===== src/rtl/morra_sequencer_if.sv =====
// Datapath-side link of the morra sequencer.
// The manche evaluator (master) presents one result per manche on esito/esito_v.
// The sequencer (slave) returns a one-cycle dp_clear pulse that wipes the
// evaluator's previous-move and previous-winner memory.
//   esito_v  : result strobe, one cycle per manche
//   esito    : 00 invalid, 01 secondo wins, 10 primo wins, 11 draw
//   dp_clear : clear request back to the evaluator
interface morra_sequencer_if;
    logic       esito_v;
    logic [1:0] esito;
    logic       dp_clear;

    modport master (
        output esito_v,
        output esito,
        input  dp_clear
    );

    modport slave (
        input  esito_v,
        input  esito,
        output dp_clear
    );
endinterface


===== src/rtl/morra_sequencer.sv =====
// Game-level controller for the morra cinese manche datapath.
// On inizio the game length is latched from the player inputs and the datapath
// memory is cleared; then each valid manche result is counted and the game ends
// on an early win (enough manches and a 2-win lead) or when the length is reached.
// Ports:
//   clk, rst_n     : clock and asynchronous active-low reset
//   inizio         : start/restart request (priority over results)
//   primo, secondo : player inputs, used only to configure the game length
//   dp             : datapath link (esito_v/esito in, dp_clear out)
//   in_gioco, fine : state flags
//   partita        : game result (00 none, 01 secondo, 10 primo, 11 draw)
//   count, max     : valid manches played and latched game length
// Optional feature: define MORRA_TIMEOUT_EN to end the game after TIMEOUT idle
// cycles in GIOCO; without it GIOCO waits indefinitely.
module morra_sequencer #(
    parameter int unsigned MIN_MANCHE = 4,
    parameter int unsigned CNT_W      = 5,
    parameter int unsigned TIMEOUT    = 16
) (
    input  logic             clk,
    input  logic             rst_n,
    input  logic             inizio,
    input  logic [1:0]       primo,
    input  logic [1:0]       secondo,
    morra_sequencer_if.slave dp,
    output logic             in_gioco,
    output logic             fine,
    output logic [1:0]       partita,
    output logic [CNT_W-1:0] count,
    output logic [CNT_W-1:0] max
);

    localparam logic [CNT_W-1:0] MinC = CNT_W'(MIN_MANCHE);

    typedef enum logic [1:0] {StIdle, StGioco, StFine} state_e;

    state_e           state_q, state_d;
    logic [CNT_W-1:0] count_q, count_d;
    logic [CNT_W-1:0] max_q, max_d;
    logic [CNT_W-1:0] wins_p_q, wins_p_d;
    logic [CNT_W-1:0] wins_s_q, wins_s_d;
    logic [CNT_W-1:0] lead;
    logic [1:0]       partita_q, partita_d;
    logic             dp_clear_q, dp_clear_d;
    logic             valid;
    logic             end_hit;

`ifdef MORRA_TIMEOUT_EN
    localparam int unsigned IdleW = $clog2(TIMEOUT + 1);
    localparam logic [IdleW-1:0] TimeoutC = IdleW'(TIMEOUT);
    logic [IdleW-1:0] idle_q, idle_d;
`endif

    // State register and registered outputs.
    always_ff @(posedge clk or negedge rst_n) begin
        if (!rst_n) begin
            state_q    <= StIdle;
            count_q    <= '0;
            max_q      <= '0;
            wins_p_q   <= '0;
            wins_s_q   <= '0;
            partita_q  <= 2'b00;
            dp_clear_q <= 1'b0;
`ifdef MORRA_TIMEOUT_EN
            idle_q     <= '0;
`endif
        end else begin
            state_q    <= state_d;
            count_q    <= count_d;
            max_q      <= max_d;
            wins_p_q   <= wins_p_d;
            wins_s_q   <= wins_s_d;
            partita_q  <= partita_d;
            dp_clear_q <= dp_clear_d;
`ifdef MORRA_TIMEOUT_EN
            idle_q     <= idle_d;
`endif
        end
    end

    // Counter update and end-of-game detection on post-update values.
    always_comb begin
        count_d    = count_q;
        max_d      = max_q;
        wins_p_d   = wins_p_q;
        wins_s_d   = wins_s_q;
        partita_d  = partita_q;
        dp_clear_d = 1'b0;
        valid      = 1'b0;
        end_hit    = 1'b0;
        lead       = '0;
`ifdef MORRA_TIMEOUT_EN
        idle_d     = idle_q;
`endif
        if (inizio) begin
            max_d      = MinC + CNT_W'({primo, secondo});
            count_d    = '0;
            wins_p_d   = '0;
            wins_s_d   = '0;
            partita_d  = 2'b00;
            dp_clear_d = 1'b1;
`ifdef MORRA_TIMEOUT_EN
            idle_d     = '0;
`endif
        end else if (state_q == StGioco) begin
            valid = dp.esito_v && (dp.esito != 2'b00);
            if (valid) begin
                count_d = count_q + 1'b1;
                if (dp.esito == 2'b01) wins_s_d = wins_s_q + 1'b1;
                if (dp.esito == 2'b10) wins_p_d = wins_p_q + 1'b1;
            end
            lead = (wins_p_d >= wins_s_d) ? (wins_p_d - wins_s_d) : (wins_s_d - wins_p_d);
            // Only a counted manche can change the end condition.
            if (valid && (((count_d >= MinC) && (lead >= CNT_W'(2))) || (count_d == max_q))) begin
                end_hit = 1'b1;
            end
`ifdef MORRA_TIMEOUT_EN
            idle_d = valid ? '0 : idle_q + 1'b1;
            if (!valid && (idle_d == TimeoutC)) end_hit = 1'b1;
`endif
            if (end_hit) begin
                if (wins_p_d > wins_s_d)      partita_d = 2'b10;
                else if (wins_s_d > wins_p_d) partita_d = 2'b01;
                else                          partita_d = 2'b11;
            end
        end
    end

    // Next-state logic.
    always_comb begin
        state_d = state_q;
        if (inizio) begin
            state_d = StGioco;
        end else begin
            unique case (state_q)
                StGioco: if (end_hit) state_d = StFine;
                default: state_d = state_q;
            endcase
        end
    end

    // Outputs, all taken straight from registers.
    always_comb begin
        in_gioco    = (state_q == StGioco);
        fine        = (state_q == StFine);
        partita     = partita_q;
        count       = count_q;
        max         = max_q;
        dp.dp_clear = dp_clear_q;
    end

endmodule


===== src/flat_wrapper.sv =====
// flat-port wrapper written by rule: the top's interface ports become plain ports
module morra_sequencer_flat 
#(
    parameter int unsigned MIN_MANCHE = 4,
    parameter int unsigned CNT_W      = 5,
    parameter int unsigned TIMEOUT    = 16
)
  (clk, rst_n, inizio, primo, secondo, in_gioco, fine, partita, count, max, dp_esito_v, dp_esito, dp_dp_clear);
  morra_sequencer_if dp_i ();
  input  logic clk;
  input  logic rst_n;
  input  logic inizio;
  input  logic [1:0] primo;
  input  logic [1:0] secondo;
  output logic in_gioco;
  output logic fine;
  output logic [1:0] partita;
  output logic [CNT_W-1:0] count;
  output logic [CNT_W-1:0] max;
  input wire logic [$bits(dp_i.esito_v)-1:0] dp_esito_v;
  input wire logic [$bits(dp_i.esito)-1:0] dp_esito;
  output wire logic [$bits(dp_i.dp_clear)-1:0] dp_dp_clear;
  assign dp_i.esito_v = dp_esito_v;
  assign dp_i.esito = dp_esito;
  assign dp_dp_clear = dp_i.dp_clear;
  morra_sequencer #(.MIN_MANCHE(MIN_MANCHE), .CNT_W(CNT_W), .TIMEOUT(TIMEOUT)) u_core (.clk(clk), .rst_n(rst_n), .inizio(inizio), .primo(primo), .secondo(secondo), .dp(dp_i), .in_gioco(in_gioco), .fine(fine), .partita(partita), .count(count), .max(max));
endmodule

===== config.mk =====
export PLATFORM = sky130hd
export DESIGN_NAME = morra_sequencer_flat
export DESIGN_NICKNAME = d
export VERILOG_FILES = /design/src/rtl/morra_sequencer_if.sv /design/src/rtl/morra_sequencer.sv /design/src/flat_wrapper.sv
export SDC_FILE = /design/constraint.sdc
export NUM_CORES = 1
export LEC_CHECK = 0
export BUFFER_PORTS_ARGS = -buffer_cell sky130_fd_sc_hd__clkbuf_2
export CAP_MARGIN = 20
export CORE_ASPECT_RATIO = 1.2
export CORE_MARGIN = 2
export CORE_UTILIZATION = 55
export CTS_CLUSTER_DIAMETER = 150
export CTS_CLUSTER_SIZE = 24
export DETAILED_ROUTE_END_ITERATION = 6
export PLACE_DENSITY = 0.77
export SLEW_MARGIN = 5
export SYNTH_ARGS = -nofsm -noshare
export SYNTH_HDL_FRONTEND = slang
export SYNTH_SLANG_ARGS = --single-unit
export TNS_END_PERCENT = 10

===== constraint.sdc =====
create_clock -name clk -period 4.2 [get_ports clk]
set_input_delay 0.42 -clock clk [delete_from_list [all_inputs] [get_ports clk]]
set_output_delay 0.42 -clock clk [all_outputs]
set_load 0.02 [all_outputs]

## After elaboration in Yosys (flattened, before gate mapping)

Index checks and enable logic that the tools add are counted.

| storage, ports and cells | value |
|---|---|
| bits in latches | 0 |
| register bits | 25 |
| memory bits (writable) | 0 |
| output and inout bits | 15 |
| memories kept | 0 |
| ROM bits | 0 |
| input port bits | 10 |

| cells by class | value |
|---|---|
| $lt $le $gt $ge | 5 |
| $add $sub $neg | 6 |
| multipliers | 0 |
| divide/modulo/power cells | 0 |
| mux-type cells | 32 |
| reduce and logical (&&, ||, !) cells | 10 |
| equality and inequality tests | 5 |
| shift operators | 0 |
| bitwise gates (word level) | 0 |

Operator list:

| operator | count |
|---|---|
| $mux W5 | 18 |
| $mux W2 | 8 |
| $add A5 B1 Y5 const B | 3 |
| $gt A5 B5 Y1 | 2 |
| $sub A5 B5 Y5 | 2 |
| $reduce_bool A2 Y1 | 4 |
| $mux W1 | 6 |
| $add A3 B4 Y5 const A | 1 |
| $eq A5 B5 Y1 | 1 |
| $ge A5 B2 Y1 const B | 1 |
| $ge A5 B3 Y1 const B | 1 |
| $ge A5 B5 Y1 | 1 |
| $eq A2 B1 Y1 const B | 2 |
| $eq A2 B2 Y1 const B | 2 |
| $reduce_and A2 Y1 | 2 |
| $logic_and A1 B1 Y1 | 3 |
| $logic_or A1 B1 Y1 | 1 |

## Longest topological paths before layout

| depth | value |
|---|---|
| depth in word-level cells | 19 |
| gate-level depth with buffers | 13 |

## Worst setup path after synthesis

Ideal clock, no wire load.

| timing | value |
|---|---|
| path kind | input to register |
| from | in dp_esito[1] |
| to | reg u_core.state_q[1] |
| data arrival time | 2.749 ns |
| required time | 4.059 ns |
| stages | 11 |
| slack | 1.309 ns |
| cell sequence | nand3b_1 mux2i_1 inv_1 fa_1 a21o_1 a21oi_2 xnor2_1 or4_1 o21ai_2 and2_4 a21oi_1 |

| on the way | value |
|---|---|
| word-level cells in the longest chain between the ends | 18 |
| elaborated cells between the ends (all ways) | 32 |
| classes of those cells | add/sub (2); order compare (3); eq/ne (3); mux (17); reduce/logical (7) |

Ends and longest elaborated chain:

| element | RTL line | text |
|---|---|---|
| from (decl) | flat_wrapper.sv:21 | `input wire logic [$bits(dp_i.esito)-1:0] dp_esito;` |
| $eq A2 B1 Y1, or another cell as far along | morra_sequencer.sv:109 | `if (dp.esito == 2'b01) wins_s_d = wins_s_q + 1'b1;` |
| $mux W5, or another cell as far along | morra_sequencer.sv:109 |  |
| $mux W5 | morra_sequencer.sv:107 | `if (valid) begin` |
| $mux W5 | morra_sequencer.sv:105 | `end else if (state_q == StGioco) begin` |
| $mux W5 | morra_sequencer.sv:95 | `if (inizio) begin` |
| $sub A5 B5 Y5 / $ge A5 B5 Y1 (equally long branches) | morra_sequencer.sv:112 | `lead = (wins_p_d >= wins_s_d) ? (wins_p_d - wins_s_d) : (wins_s_d - wins_p_d);` |
| $mux W5 | morra_sequencer.sv:112 |  |
| $ge A5 B2 Y1 | morra_sequencer.sv:114 | `if (valid && (((count_d >= MinC) && (lead >= CNT_W'(2))) \|\| (count_d == max_q))) begin` |
| (+2 left out) | -- |  |
| $logic_and A1 B1 Y1 (*) | morra_sequencer.sv:114 |  |
| $mux W1 (*) | morra_sequencer.sv:114 |  |
| $mux W1 (*) | morra_sequencer.sv:105 |  |
| $mux W1 (*) | morra_sequencer.sv:95 |  |
| $mux W1 (*) | morra_sequencer.sv:105 |  |
| $mux W1 (*) | morra_sequencer.sv:95 |  |
| $reduce_bool A2 Y1 (no line) (*) | -- |  |
| $reduce_and A2 Y1 (no line) (*) | -- |  |
| to (signal assigned) | morra_sequencer.sv:57 | `state_q <= StIdle;` |
| to (signal assigned) | morra_sequencer.sv:68 | `state_q <= state_d;` |
| to (decl) | morra_sequencer.sv:37 | `state_e state_q, state_d;` |

Mark *: on every way between the ends. The rest lies on a longest branch, timed or not. The select of a mux whose other input is x is not followed.
A chain may end at the register's enable or synchronous reset.

## Worst setup path in the final report

| timing | value |
|---|---|
| from | reg u_core.wins_s_q[0] |
| to | reg u_core.state_q[1] |

| on the way | value |
|---|---|
| word-level cells in the longest chain between the ends | 18 |
| elaborated cells between the ends (all ways) | 20 |
| classes of those cells | add/sub (3); order compare (2); mux (10); reduce/logical (5) |

Ends and longest elaborated chain:

| element | RTL line | text |
|---|---|---|
| from (decl) | morra_sequencer.sv:41 | `logic [CNT_W-1:0] wins_s_q, wins_s_d;` |
| from (signal assigned) | morra_sequencer.sv:72 | `wins_s_q <= wins_s_d;` |
| $add A5 B1 Y5 | morra_sequencer.sv:109 |  |
| $mux W5 | morra_sequencer.sv:109 |  |
| $mux W5 (*) | morra_sequencer.sv:107 |  |
| $mux W5 (*) | morra_sequencer.sv:105 |  |
| $mux W5 (*) | morra_sequencer.sv:95 |  |
| $sub A5 B5 Y5 / $ge A5 B5 Y1 (equally long branches) | morra_sequencer.sv:112 |  |
| $mux W5 (*) | morra_sequencer.sv:112 |  |
| $ge A5 B2 Y1 (*) | morra_sequencer.sv:114 |  |
| (+2 left out) | -- |  |
| $logic_and A1 B1 Y1 (*) | morra_sequencer.sv:114 |  |
| $mux W1 (*) | morra_sequencer.sv:114 |  |
| $mux W1 (*) | morra_sequencer.sv:105 |  |
| $mux W1 (*) | morra_sequencer.sv:95 |  |
| $mux W1 (*) | morra_sequencer.sv:105 |  |
| $mux W1 (*) | morra_sequencer.sv:95 |  |
| $reduce_bool A2 Y1 (no line) (*) | -- |  |
| $reduce_and A2 Y1 (no line) (*) | -- |  |

Marks and branches as above.

==> run summary <==
run status -> complete, no violations
Resized Gates After CTS -> 0
final-report setup violation count -> 0
post-CTS setup buffers -> 0
number of sinks driven by the clock tree -> 25
type of destination of the critical path -> flop
WS Path Type -> reg -> reg
minimum clock period after layout -> 3.09 ns
GRT Max-Usage Layer -> met2
global router's overall resource usage -> 22.6%
kind of start point of the critical path -> flop
iteration count of the initial detailed-routing pass -> 4
final antenna diode count -> 0
number of cells traversed by the worst register-to-register path -> 11
proportion of netlist area held by the largest area contributor -> 34.2%
end-of-flow core utilization -> 64.0%
netlist area before placement -> 1830 um2
num rows -> 22
TritonCTS clock tree -> yes
worst-case vdd ir drop -> 0.197 mV
remaining number of nets flagged by the antenna check after routing -> 0
proportion of layout cells with a drive suffix above 1 -> 17.4%
wire length of the first global-routing pass -> 6720 um
main area contributors after synthesis -> dfrtp_1 34%, ha_1 9.6%, xnor2_1 7.2%
Initial Util -> 58.8%
number of maximum-capacitance constraint violations -> 0
cell type contributing the most total cell area after synthesis -> dfrtp_1
routed vias -> 1,456
pin slew with the least headroom to its limit -> 0.629 ns
per-instance average area after synthesis -> 9.06 um2
number of placed I/O pins -> 25
FF-to-FF Start -> u_core.wins_s_q[0]$_DFFE_PN0P_
number of different library cells in the post-synthesis netlist -> 41
number of synthesis warnings -> 0
net count of the finished layout -> 251
net count after synthesis -> 228
number of antenna violations at the first check in global routing -> 0
register area share after synthesis -> 34.2%
number of buffers created by CTS -> 3
met3 Usage GRT -> 3.83%
arrival time at the worst endpoint -> 3.28 ns
clock transition at the registers of the reported paths -> 0.14 ns
routability congestion estimate from global placement -> 0.789
cell area after placement -> 1960 um2
slowest CP cell -> fa_1
dominant cell by count in the synthesized netlist -> dfrtp_1
max-slew headroom at the worst pin -> 58.1%
cells after synthesis -> 202
CORE AREA -> 3110 um2
CTS hold repair buffers -> 0
vias in the first global route -> 1,485
total DRC errors in the routed layout -> 0
routed wire length per instance -> 14.2 um
Die Width -> 56.6 um
number of DRC markers in iteration 0 -> 44
worst skew pair latency -> 0.32 ns
final non-filler cell area -> 1990 um2
count of input and output buffers -> 24
Root Buffer Master -> clkbuf_4
final period utilization -> 73.6%
Layout Skew -> 0.00556 ns
setup slack of the most critical reg-to-reg path -> 1.11 ns
H-tree depth reported by CTS -> 1
worst-path cell chain -> ha_1, mux2i_1, inv_1, fa_1, a21o_1, a21oi_2, xnor2_1, or4_1, o21ai_2, and2_4, a21oi_1
die outline height -> 67.2 um
final sum of negative setup slack -> 0 ns
Die Footprint -> 3810 um2
buffers from clock root to sink, at most -> 2
required time at the worst-slack endpoint -> 4.39 ns
total length of routed wires -> 3700 um
number of flops mapped to enable cells by yosys -> 0
pre-CTS worst setup slack -> 0.969 ns
Final Hold Violating Endpoints -> 0
GR Util met1 -> 30.1%
final total power -> 0.541 mW
#FFs+latches synth -> 25
met2 GRT Util -> 37.8%
largest net degree at the start of global routing -> 26
slack of the critical path -> 1.11 ns
HPWL reported at the end of detailed placement -> 2810 um
synth-to-layout area growth -> 8.82%
leakage power -> 0.914 nW
fmax -> 323 MHz
global-route congestion overflow total -> 0
max-slew violation total from the final report -> 0
HP Class -> in -> async
main flop type after synthesis -> dfrtp_1
biggest cell delay along the critical path -> 0.47 ns
unrepaired setup endpoints after global routing -> no
leading cell types by count after synthesis -> 25 x dfrtp_1, 23 x nor2_1, 17 x inv_1
via count normalized by instance count -> 5.60
end of the worst register-to-register path -> u_core.state_q[1]$_DFFE_PN0P_
fraction of registers with async set or reset after synthesis -> 100%
maximum fanout along the worst path -> 5
Power per Cell Area -> 272 nW/um2
[placed cells by master, fill, tap and decap left out, drive strengths merged, types with 2 or more instances in the layout]
cell type	count
inv	18
or3	4
nand3b	4
fa	2
nand3	7
nand2b	4
o21ai	11
a21o	4
clkbuf	27
dfrtp	25
xor2	11
a211oi	6
and2	2
nor3	5
mux2	4
nand2	9
xnor2	15
ha	14
nand4b	2
a21oi	12
mux2i	3
nor2	23
[power by group]
part / internal [mW] / total [mW] / switching (mW)
Sequential: 0.253 / 0.269 / 0.0156
Clock: 0.0357 / 0.108 / 0.0728
Combinational: 0.0709 / 0.164 / 0.0929
[final cells by class]
type,instances,area [um2]
Multi-Input combinational cell,153,1100
Tap cell,36,45.0
Fill cell,268,1120
Timing Repair Buffer,24,120
Clock buffer,3,22.5
Sequential cell,25,626
Clock inverter,1,5.00
Inverter,18,67.6
[logic make-up after synthesis]
| family | after synthesis | synth area share (%) |
|---|---|---|
| AND/OR/NAND/NOR | 64 | 17.4 |
| AO/OA/AOI/OAI | 40 | 14.6 |
| XOR/XNOR | 26 | 12.4 |
| flip-flops | 25 | 34.2 |
| buffers and inverters | 24 | 5.40 |
| adder cells (fa/ha/maj) | 16 | 11.8 |
| multiplexers | 7 | 4.10 |
[per-layer routing]
metal / wire (um) / part of all wire (%) / vias up
met3: 136 / 3.7 / 6
li1: - / - / 729
met1: 1700 / 46 / 691
met2: 1820 / 49 / 30
met5: 0 / 0 / -
met4: 43 / 1.2 / 0
[worst max-delay path by stage]
stage | cells past startpoint | start | endpoint | slack [ns]
6_report | 11 | u_core.wins_s_q[0]$_DFFE_PN0P_ | u_core.state_q[1]$_DFFE_PN0P_ | 1.11
2_1_floorplan | 11 | dp_esito[1] | u_core.state_q[1]$_DFFE_PN0P_ | 1.31
3_3_place_gp | 13 | dp_esito[1] | u_core.state_q[1]$_DFFE_PN0P_ | 1.04
3_5_place_dp | 12 | dp_esito[1] | u_core.state_q[1]$_DFFE_PN0P_ | 0.97
5_1_grt | 11 | u_core.wins_s_q[0]$_DFFE_PN0P_ | u_core.state_q[1]$_DFFE_PN0P_ | 0.90
4_1_cts | 11 | u_core.wins_s_q[0]$_DFFE_PN0P_ | u_core.state_q[1]$_DFFE_PN0P_ | 1.09
[critical path: cells and delay by family, from the launching register on]
kind | cells | cell delay, ns
fa+ha+maj | 2 | 0.78
simple gates | 2 | 0.61
compound gates | 4 | 0.55
flops | 1 | 0.46
mux | 1 | 0.33
buf+inv | 1 | 0.15
xor+xnor | 1 | 0.07
[state kept, by name, indices dropped and copies added, names as in the netlist]
name	flops
u_core.count	5
u_core.wins_p_q	5
u_core.max	5
u_core.dp.dp_clear	1
u_core.state_q	2
u_core.wins_s_q	5
u_core.partita	2
[metrics by stage]
step                      hold slack (ns)  cells
after floorplan                     0.124    202
after global placement              0.460    256
after detailed placement            0.456    256
after CTS                          0.0956    260
after global routing                0.121    260
final                              0.0837    260
(Power assumes the default switching activity.)
